[src/rtl/func_op_pkg.sv]
// Shared types and the bitwise stage of f(a,b) = (a OP b) + b.
// The bitwise helper works on one bit so it serves any operand width.
package func_op_pkg;

    typedef enum logic [1:0] {
        OP_OR  = 2'd0,
        OP_AND = 2'd1,
        OP_XOR = 2'd2,
        OP_ACC = 2'd3
    } op_mode_e;

    // Accumulate mode reuses the OR operation for its inner term.
    function automatic logic func_op_logic(input logic a, input logic b, input op_mode_e mode);
        logic r;
        case (mode)
            OP_OR:   r = a | b;
            OP_AND:  r = a & b;
            OP_XOR:  r = a ^ b;
            OP_ACC:  r = a | b;
            default: r = 1'b0;
        endcase
        return r;
    endfunction

endpackage

[src/rtl/func_op_stage.sv]
// Generic valid/ready register slice; the surrounding logic decides when it loads.
module func_op_stage #(
    parameter int WIDTH = 16
) (
    input  logic             clk,
    input  logic             rst,
    input  logic             load,
    input  logic             d_valid,
    input  logic [WIDTH-1:0] d_data,
    output logic             q_valid,
    output logic [WIDTH-1:0] q_data
);

    // Data only moves on a valid beat so a drained stage keeps its last value.
    always_ff @(posedge clk or posedge rst) begin
        if (rst) begin
            q_valid <= 1'b0;
            q_data  <= {WIDTH{1'b0}};
        end else if (load) begin
            q_valid <= d_valid;
            if (d_valid) begin
                q_data <= d_data;
            end
        end
    end

endmodule

[src/rtl/func_op_pipe.sv]
// Two-stage pipelined (a OP b) + b with running accumulate mode and
// valid/ready flow control on both sides.
module func_op_pipe
    import func_op_pkg::*;
#(
    parameter int WIDTH = 16
) (
    input  logic             clk,
    input  logic             rst,
    input  logic             in_valid,
    output logic             in_ready,
    input  logic [WIDTH-1:0] in_a,
    input  logic [WIDTH-1:0] in_b,
    input  logic [1:0]       in_mode,
    input  logic             acc_clr,
    output logic             out_valid,
    input  logic             out_ready,
    output logic [WIDTH-1:0] out_data,
    output logic             out_carry
);

    localparam int S1_W = 2 * WIDTH + 2;
    localparam int S2_W = WIDTH + 1;

    logic [WIDTH-1:0] logic_s;
    logic [S1_W-1:0]  s1_in_s;
    logic [S1_W-1:0]  s1_data_s;
    logic             s1_valid_s;
    logic [S2_W-1:0]  s2_data_s;
    logic             s2_valid_s;
    logic             s2_load_s;
    logic             s1_adv_s;
    op_mode_e         s1_mode_s;
    logic [WIDTH-1:0] s1_logic_s;
    logic [WIDTH-1:0] s1_b_s;
    logic [WIDTH:0]   inner_s;
    logic [WIDTH-1:0] acc_base_s;
    logic [WIDTH:0]   acc_sum_s;
    logic [WIDTH:0]   result_s;
    logic             acc_load_s;
    logic [WIDTH-1:0] acc_r;

    assign s2_load_s = !s2_valid_s | out_ready;
    assign s1_adv_s  = !s1_valid_s | s2_load_s;
    assign in_ready  = s1_adv_s;

    // Bitwise stage, applied bit by bit through the shared helper.
    always_comb begin
        logic_s = {WIDTH{1'b0}};
        for (int i = 0; i < WIDTH; i++) begin
            logic_s[i] = func_op_logic(in_a[i], in_b[i], op_mode_e'(in_mode));
        end
    end

    assign s1_in_s = {in_mode, logic_s, in_b};

    func_op_stage #(.WIDTH(S1_W)) u_s1 (
        .clk     (clk),
        .rst     (rst),
        .load    (s1_adv_s),
        .d_valid (in_valid),
        .d_data  (s1_in_s),
        .q_valid (s1_valid_s),
        .q_data  (s1_data_s)
    );

    assign s1_mode_s  = op_mode_e'(s1_data_s[S1_W-1 -: 2]);
    assign s1_logic_s = s1_data_s[2*WIDTH-1:WIDTH];
    assign s1_b_s     = s1_data_s[WIDTH-1:0];

    // Final add; a clear in the same cycle zeroes the accumulator operand first.
    always_comb begin
        inner_s = {1'b0, s1_logic_s} + {1'b0, s1_b_s};
        if (acc_clr) begin
            acc_base_s = {WIDTH{1'b0}};
        end else begin
            acc_base_s = acc_r;
        end
        acc_sum_s = {1'b0, acc_base_s} + {1'b0, inner_s[WIDTH-1:0]};
        if (s1_mode_s == OP_ACC) begin
            result_s = acc_sum_s;
        end else begin
            result_s = inner_s;
        end
    end

    assign acc_load_s = s2_load_s & s1_valid_s & (s1_mode_s == OP_ACC);

    // Accumulator follows the S2 load of accumulate beats; otherwise clear or hold.
    always_ff @(posedge clk or posedge rst) begin
        if (rst) begin
            acc_r <= {WIDTH{1'b0}};
        end else if (acc_load_s) begin
            acc_r <= acc_sum_s[WIDTH-1:0];
        end else if (acc_clr) begin
            acc_r <= {WIDTH{1'b0}};
        end
    end

    func_op_stage #(.WIDTH(S2_W)) u_s2 (
        .clk     (clk),
        .rst     (rst),
        .load    (s2_load_s),
        .d_valid (s1_valid_s),
        .d_data  (result_s),
        .q_valid (s2_valid_s),
        .q_data  (s2_data_s)
    );

    assign out_valid = s2_valid_s;
    assign out_data  = s2_data_s[WIDTH-1:0];
    assign out_carry = s2_data_s[WIDTH];

endmodule

[config.mk]
export PLATFORM = sky130hd
export DESIGN_NAME = func_op_pipe
export DESIGN_NICKNAME = d
export VERILOG_FILES = /design/src/rtl/func_op_pkg.sv /design/src/rtl/func_op_stage.sv /design/src/rtl/func_op_pipe.sv
export SDC_FILE = /design/constraint.sdc
export NUM_CORES = 1
export LEC_CHECK = 0
export ABC_AREA = 1
export BUFFER_PORTS_ARGS = -buffer_cell sky130_fd_sc_hd__buf_2
export CORE_MARGIN = 1
export CORE_UTILIZATION = 25
export DETAILED_ROUTE_END_ITERATION = 8
export SETUP_SLACK_MARGIN = 0.02
export SLEW_MARGIN = 20
export SYNTH_ARGS = -nofsm -noshare
export SYNTH_HDL_FRONTEND = slang
export SYNTH_HIERARCHICAL = 1
export SYNTH_SLANG_ARGS = --single-unit
[constraint.sdc]
create_clock -name clk -period 3.9 [get_ports clk]
set_input_delay 0.78 -clock clk [delete_from_list [all_inputs] [get_ports clk]]
set_output_delay 0.78 -clock clk [all_outputs]
set_load 0.005 [all_outputs]
After elaboration in Yosys (flattened, before gate mapping)
Cells that the tools add are included.

operators by class
  $add $sub $neg = 2
  multipliers = 0
  divide/modulo/power cells = 0
  $lt $le $gt $ge = 0
  equal/unequal tests = 4
  shifts and indexed selects = 0
  multiplexer cells = 19
  bitwise logic cells = 52
  reductions and logical operators = 6

operators with widths
  cell                number
  $pmux 1 s3          16
  $add 16x16->17      2
  $mux 16             2
  $and 1x1->1         18
  $or 1x1->1          18
  $mux 17             1
  $xor 1x1->1         16
  $eq 2x2->1 const B  3
  $reduce_and 2->1    2
  $eq 2x1->1 const B  1
  $logic_not 1->1     2
  $logic_not 2->1     1
  $reduce_or 2->1     1

storage, ports and cells
  register bits = 69
  bits in latches = 0
  bits in writable memories = 0
  memory bits (read-only) = 0
  input bits = 39
  output and inout bits = 19
  logic and storage cells = 88
  memories = 0

Longest topological paths before layout
  word-level depth = 5
  depth in mapped cells = 22
  depth with buffers taken out = 22

By module
Netlist, hierarchy kept.

by module, submodules not included
  module                 times used  cells each  area each (sq um)  seq. area each (sq um)
  func_op_pipe           1           668         3722.3             400.4
  func_op_stage at u_s1  1           152         1431.4             875.8
  func_op_stage at u_s2  1           78          755.7              450.4

Worst setup path before layout
Ideal clock, no wire load.

  kind = reg-to-reg
  start point = register u_s1.q_data[0]
  end point = register u_s2.q_data[15]
  library setup time = 0.116 ns
  data arrival time = 2.626 ns
  required time = 3.784 ns
  path slack = 1.158 ns
  stages on the path, launching flop included = 21
  path buffers = 0
  period minus slack after synthesis = 2.742 ns
  path through = dfrtp_1 > ha_1 > fa_1 > nand2_1 > nand2_1 > nand3b_1 > nand2_1 > nand2_1 > nand3b_1 > and2_1 > ha_1 > nand2_1 > inv_1 > nand2_1 > nand2_1 > a21oi_1 > nand3_1 > nand3_1 > nand2_1 > nand3_1 > nand2_1

between the ends
  word-level cells in the longest chain between the ends = 3

ends and longest elaborated chain
  what                    RTL line             source
  start, declared         func_op_stage.sv:11  output logic [WIDTH-1:0] q_data
  start signal, assigned  func_op_stage.sv:18  q_data <= {WIDTH{1'b0}};
  start signal, assigned  func_op_stage.sv:22  q_data <= d_data;
  $add 16x16->17 (*)      func_op_pipe.sv:73   inner_s = {1'b0, s1_logic_s} + {1'b0, s1_b_s};
  $add 16x16->17          func_op_pipe.sv:79   acc_sum_s = {1'b0, acc_base_s} + {1'b0, inner_s[WIDTH-1:0]};
  $mux 17 (*)             func_op_pipe.sv:80   if (s1_mode_s == OP_ACC) begin
  net result_s[15]        func_op_pipe.sv:39   logic [WIDTH:0] result_s;
  end signal, assigned    func_op_stage.sv:18
  end signal, assigned    func_op_stage.sv:22
  end, declared           func_op_stage.sv:11

Mark *: on every way through the listed nets, which the timed path passes. The rest lies on a longest branch.
A chain may end at the register's enable or synchronous reset.

Worst setup path after layout
Same ends and word-level chain as after synthesis.

==> impl_metrics.env <==
export IMPL_grt_pass1_vias=5004
export IMPL_post_cts_resized=0
export IMPL_placementRows=55
export IMPL_cp_end_kind="flip-flop"
export IMPL_layout_commonest_cell="nand2_1"
export IMPL_cts_sinks=69
export IMPL_die_x_um=156
export IMPL_num_antenna_cells=0
export IMPL_synthTopCellsByArea="dfrtp_1 29%, nand2_1 23%, ha_1 14%"
export IMPL_cts_setup_buffers=0
export IMPL_yosysWarnings=6
export IMPL_crit_buf_inv=1
export IMPL_cts_hold_buf=0
export IMPL_routed_wl_um=14500
export IMPL_ys_ff_latch=69
export IMPL_min_path_type="reg -> reg"
export IMPL_design_power_total_mw=3.25
export IMPL_syn_area_mm2=0.00591
export IMPL_drtIter0Drc=292
export IMPL_timing_fmax_mhz=321
export IMPL_critPathKind="reg -> reg"
export IMPL_clockBufferDepth=2
export IMPL_drive_gt1_share_pct=10.0
export IMPL_synth_top_area_share_pct=29.2
export IMPL_finalSetupTns_ns=0
export IMPL_tightest_slew_ns=0.797
export IMPL_fin_cells=1261
export IMPL_tritoncts_num_buffers=9
export IMPL_ir_drop_v=0.000181
export IMPL_clk_latency_ns=0.35
export IMPL_rsz0062_at_grt="false"
export IMPL_drc=0
export IMPL_p_per_area_mw_per_mm2=482
export IMPL_nets=1050
export IMPL_p_leak_nw=4.00
export IMPL_io_buffer_count=57
export IMPL_die_h_um=156
export IMPL_area_growth_pct=14.1
export IMPL_path_delay_family="simple AND/OR/NAND/NOR gates"
export IMPL_ff2ff_setup_slack_ns=0.79
export IMPL_slowest_delay_ns=0.42
export IMPL_cpMaxStageDelayCell="fa_1"
export IMPL_slew_headroom_pct=46.8
export IMPL_ys_seq_area_share_pct=29.2
export IMPL_slew_viol_final=0
export IMPL_num_vias=5374
export IMPL_grt_pass1_wl_um=24600
export IMPL_drv_cap=0
export IMPL_worstPathCellList="ha_1 -> fa_1 -> nand2_1 -> nand2_1 -> nand3b_1 -> nand2_1 -> nand2_1 -> nand3b_1 -> and2_1 -> ha_1 -> nand2_1 -> inv_1 -> nand2_1 -> nor3_1 -> nand2_1 -> nand2_1 -> nand2_1 -> nand3_1 -> nand2_1 -> nand3_1 -> nand2_1"
export IMPL_critical_path_max_fanout=5
export IMPL_ant_nets=0
export IMPL_ys_types=30
export IMPL_fin_skew_ns=0.00807
export IMPL_startpoint_type="flip-flop"
export IMPL_hpwlAfterDp_um=11400
export IMPL_setup_viol=0
export IMPL_drt_first_pass_iters=5
export IMPL_fill_cells=2545
export IMPL_dp_cells=1245
export IMPL_final_cell_mix="357 x nand2_1, 133 x inv_1, 100 x nand3_1, 69 x dfrtp_1, 66 x ha_1"
export IMPL_overflow=0
export IMPL_timing_final_hold_violations=0
export IMPL_avgSynthCellArea_um2=6.58
export IMPL_period_needed_ns=3.11
export IMPL_postLayoutCoreUtil_pct=29.4
export IMPL_cp_data_required_time_ns=4.14
export IMPL_path_clk_slew_ns=0.06
export IMPL_status="complete, no violations"
export IMPL_syn_nets=1005
export IMPL_viasPerCell=4.26
export IMPL_cp_arrival_ns=3.35
export IMPL_antenna_found_initial=0
export IMPL_cts_root_buf="clkbuf_16"
export IMPL_grt_max_degree=38
export IMPL_whs_ns=0.466
export IMPL_num_io_pins=58
export IMPL_cts_max_level=3
export IMPL_gp_congestion=0.919
export IMPL_syn_inst=898
export IMPL_synth_area_leader_cell="dfrtp_1"
export IMPL_track_usage_pct=12.9
export IMPL_cts_tree="done"
export IMPL_post_route_period_util_pct=79.8
export IMPL_fp_coreArea_mm2=0.0229
export IMPL_start_util_pct=25.8
export IMPL_drt_wirelength_per_cell_um=11.5
export IMPL_crit_top_cell="nand2_1"
export IMPL_dieArea_mm2=0.0243
[sequential cells by signal, summed over array words and instances, names as in the netlist]
| signal | cells |
|---|---|
| acc_r | 16 |
| u_s1/q_data | 34 |
| u_s1/q_valid | 1 |
| u_s2/q_data | 17 |
| u_s2/q_valid | 1 |
[path summary, 6_finish.rpt]
check | from | endpoint | cells after the start
hold / removal | u_s2/q_data[1] | u_s2/q_data[1] | 2
hold reg to reg | u_s2/q_data[1] | u_s2/q_data[1] | 2
setup / recovery | u_s1/q_data[0] | u_s2/q_data[15] | 21
min in group asynchronous | rst | u_s1/q_valid | 3
setup reg to reg | u_s1/q_data[0] | u_s2/q_data[15] | 21
max in group asynchronous | rst | acc_r[10] | 2
[per-layer routing]
layer  GRT usage, %  vias to the layer above  wire (µm)  part of all wire, %
met1           17.6                     2377       7200                   50
met5              0                        -          0                    0
met3           2.83                       23        647                  4.5
met2           19.8                      109       6350                   44
li1               -                     2865          -                    -
met4           5.04                        0        325                  2.2
[worst reg2reg max path: stages, from the launching register on]
cell and delay, ns:
dfrtp_1 0.38, ha_1 0.23, fa_1 0.42, nand2_1 0.08
nand2_1 0.05, nand3b_1 0.07, nand2_1 0.09, nand2_1 0.09
nand3b_1 0.10, and2_1 0.19, ha_1 0.35, nand2_1 0.08
inv_1 0.08, nand2_1 0.07, nor3_1 0.16, nand2_1 0.14
nand2_1 0.08, nand2_1 0.06, nand3_1 0.07, nand2_1 0.07
nand3_1 0.09, nand2_1 0.06
[power breakdown]
part	leakage, nW	switching, mW	internal (mW)
combinational	2.97	0.898	0.497
sequential	0.876	0.0849	0.869
clock	0.152	0.338	0.562
[synth_stat cells (all sizes together)]
library cell,instances
ha,66
dfrtp,69
clkinv,1
clkbuf,8
xnor2,3
nor3,4
nand4,1
fa,2
nand2,366
or2,4
nand3b,2
o21ai,36
a21oi,22
nor2,36
xor2,8
nand3,101
buf,20
and2,10
inv,139
[final cells by class]
class / count / area [µm²] / area share [%]
Clock buffer: 9 / 225 / 3.34
Clock inverter: 7 / 97.6 / 1.45
Inverter: 140 / 526 / 7.80
Multi-Input combinational cell: 661 / 3450 / 51.2
Sequential cell: 69 / 1730 / 25.6
Tap cell: 313 / 392 / 5.81
Timing Repair Buffer: 62 / 323 / 4.79
[stage by stage]
| step | cell area [µm²] | setup slack (ns) |
|---|---|---|
| 2_1_floorplan | 5910 | 1.16 |
| 3_3_place_gp | 6420 | 0.797 |
| 3_5_place_dp | 6420 | 0.806 |
| 4_1_cts | 6740 | 0.789 |
| 5_1_grt | 6740 | 0.496 |
| 6_report | 6740 | 0.788 |
[kinds of logic after synthesis]
| kind of cell | after synthesis | synth area share (%) |
|---|---|---|
| AO/OA/AOI/OAI | 58 | 4.91 |
| XOR/XNOR | 11 | 1.63 |
| adder cells (fa/ha/maj) | 68 | 14.7 |
| buffers and inverters | 168 | 12.4 |
| flip-flops | 69 | 29.2 |
| AND/OR/NAND/NOR | 524 | 37.2 |
No activity file was read; power rests on OpenSTA's default activity.
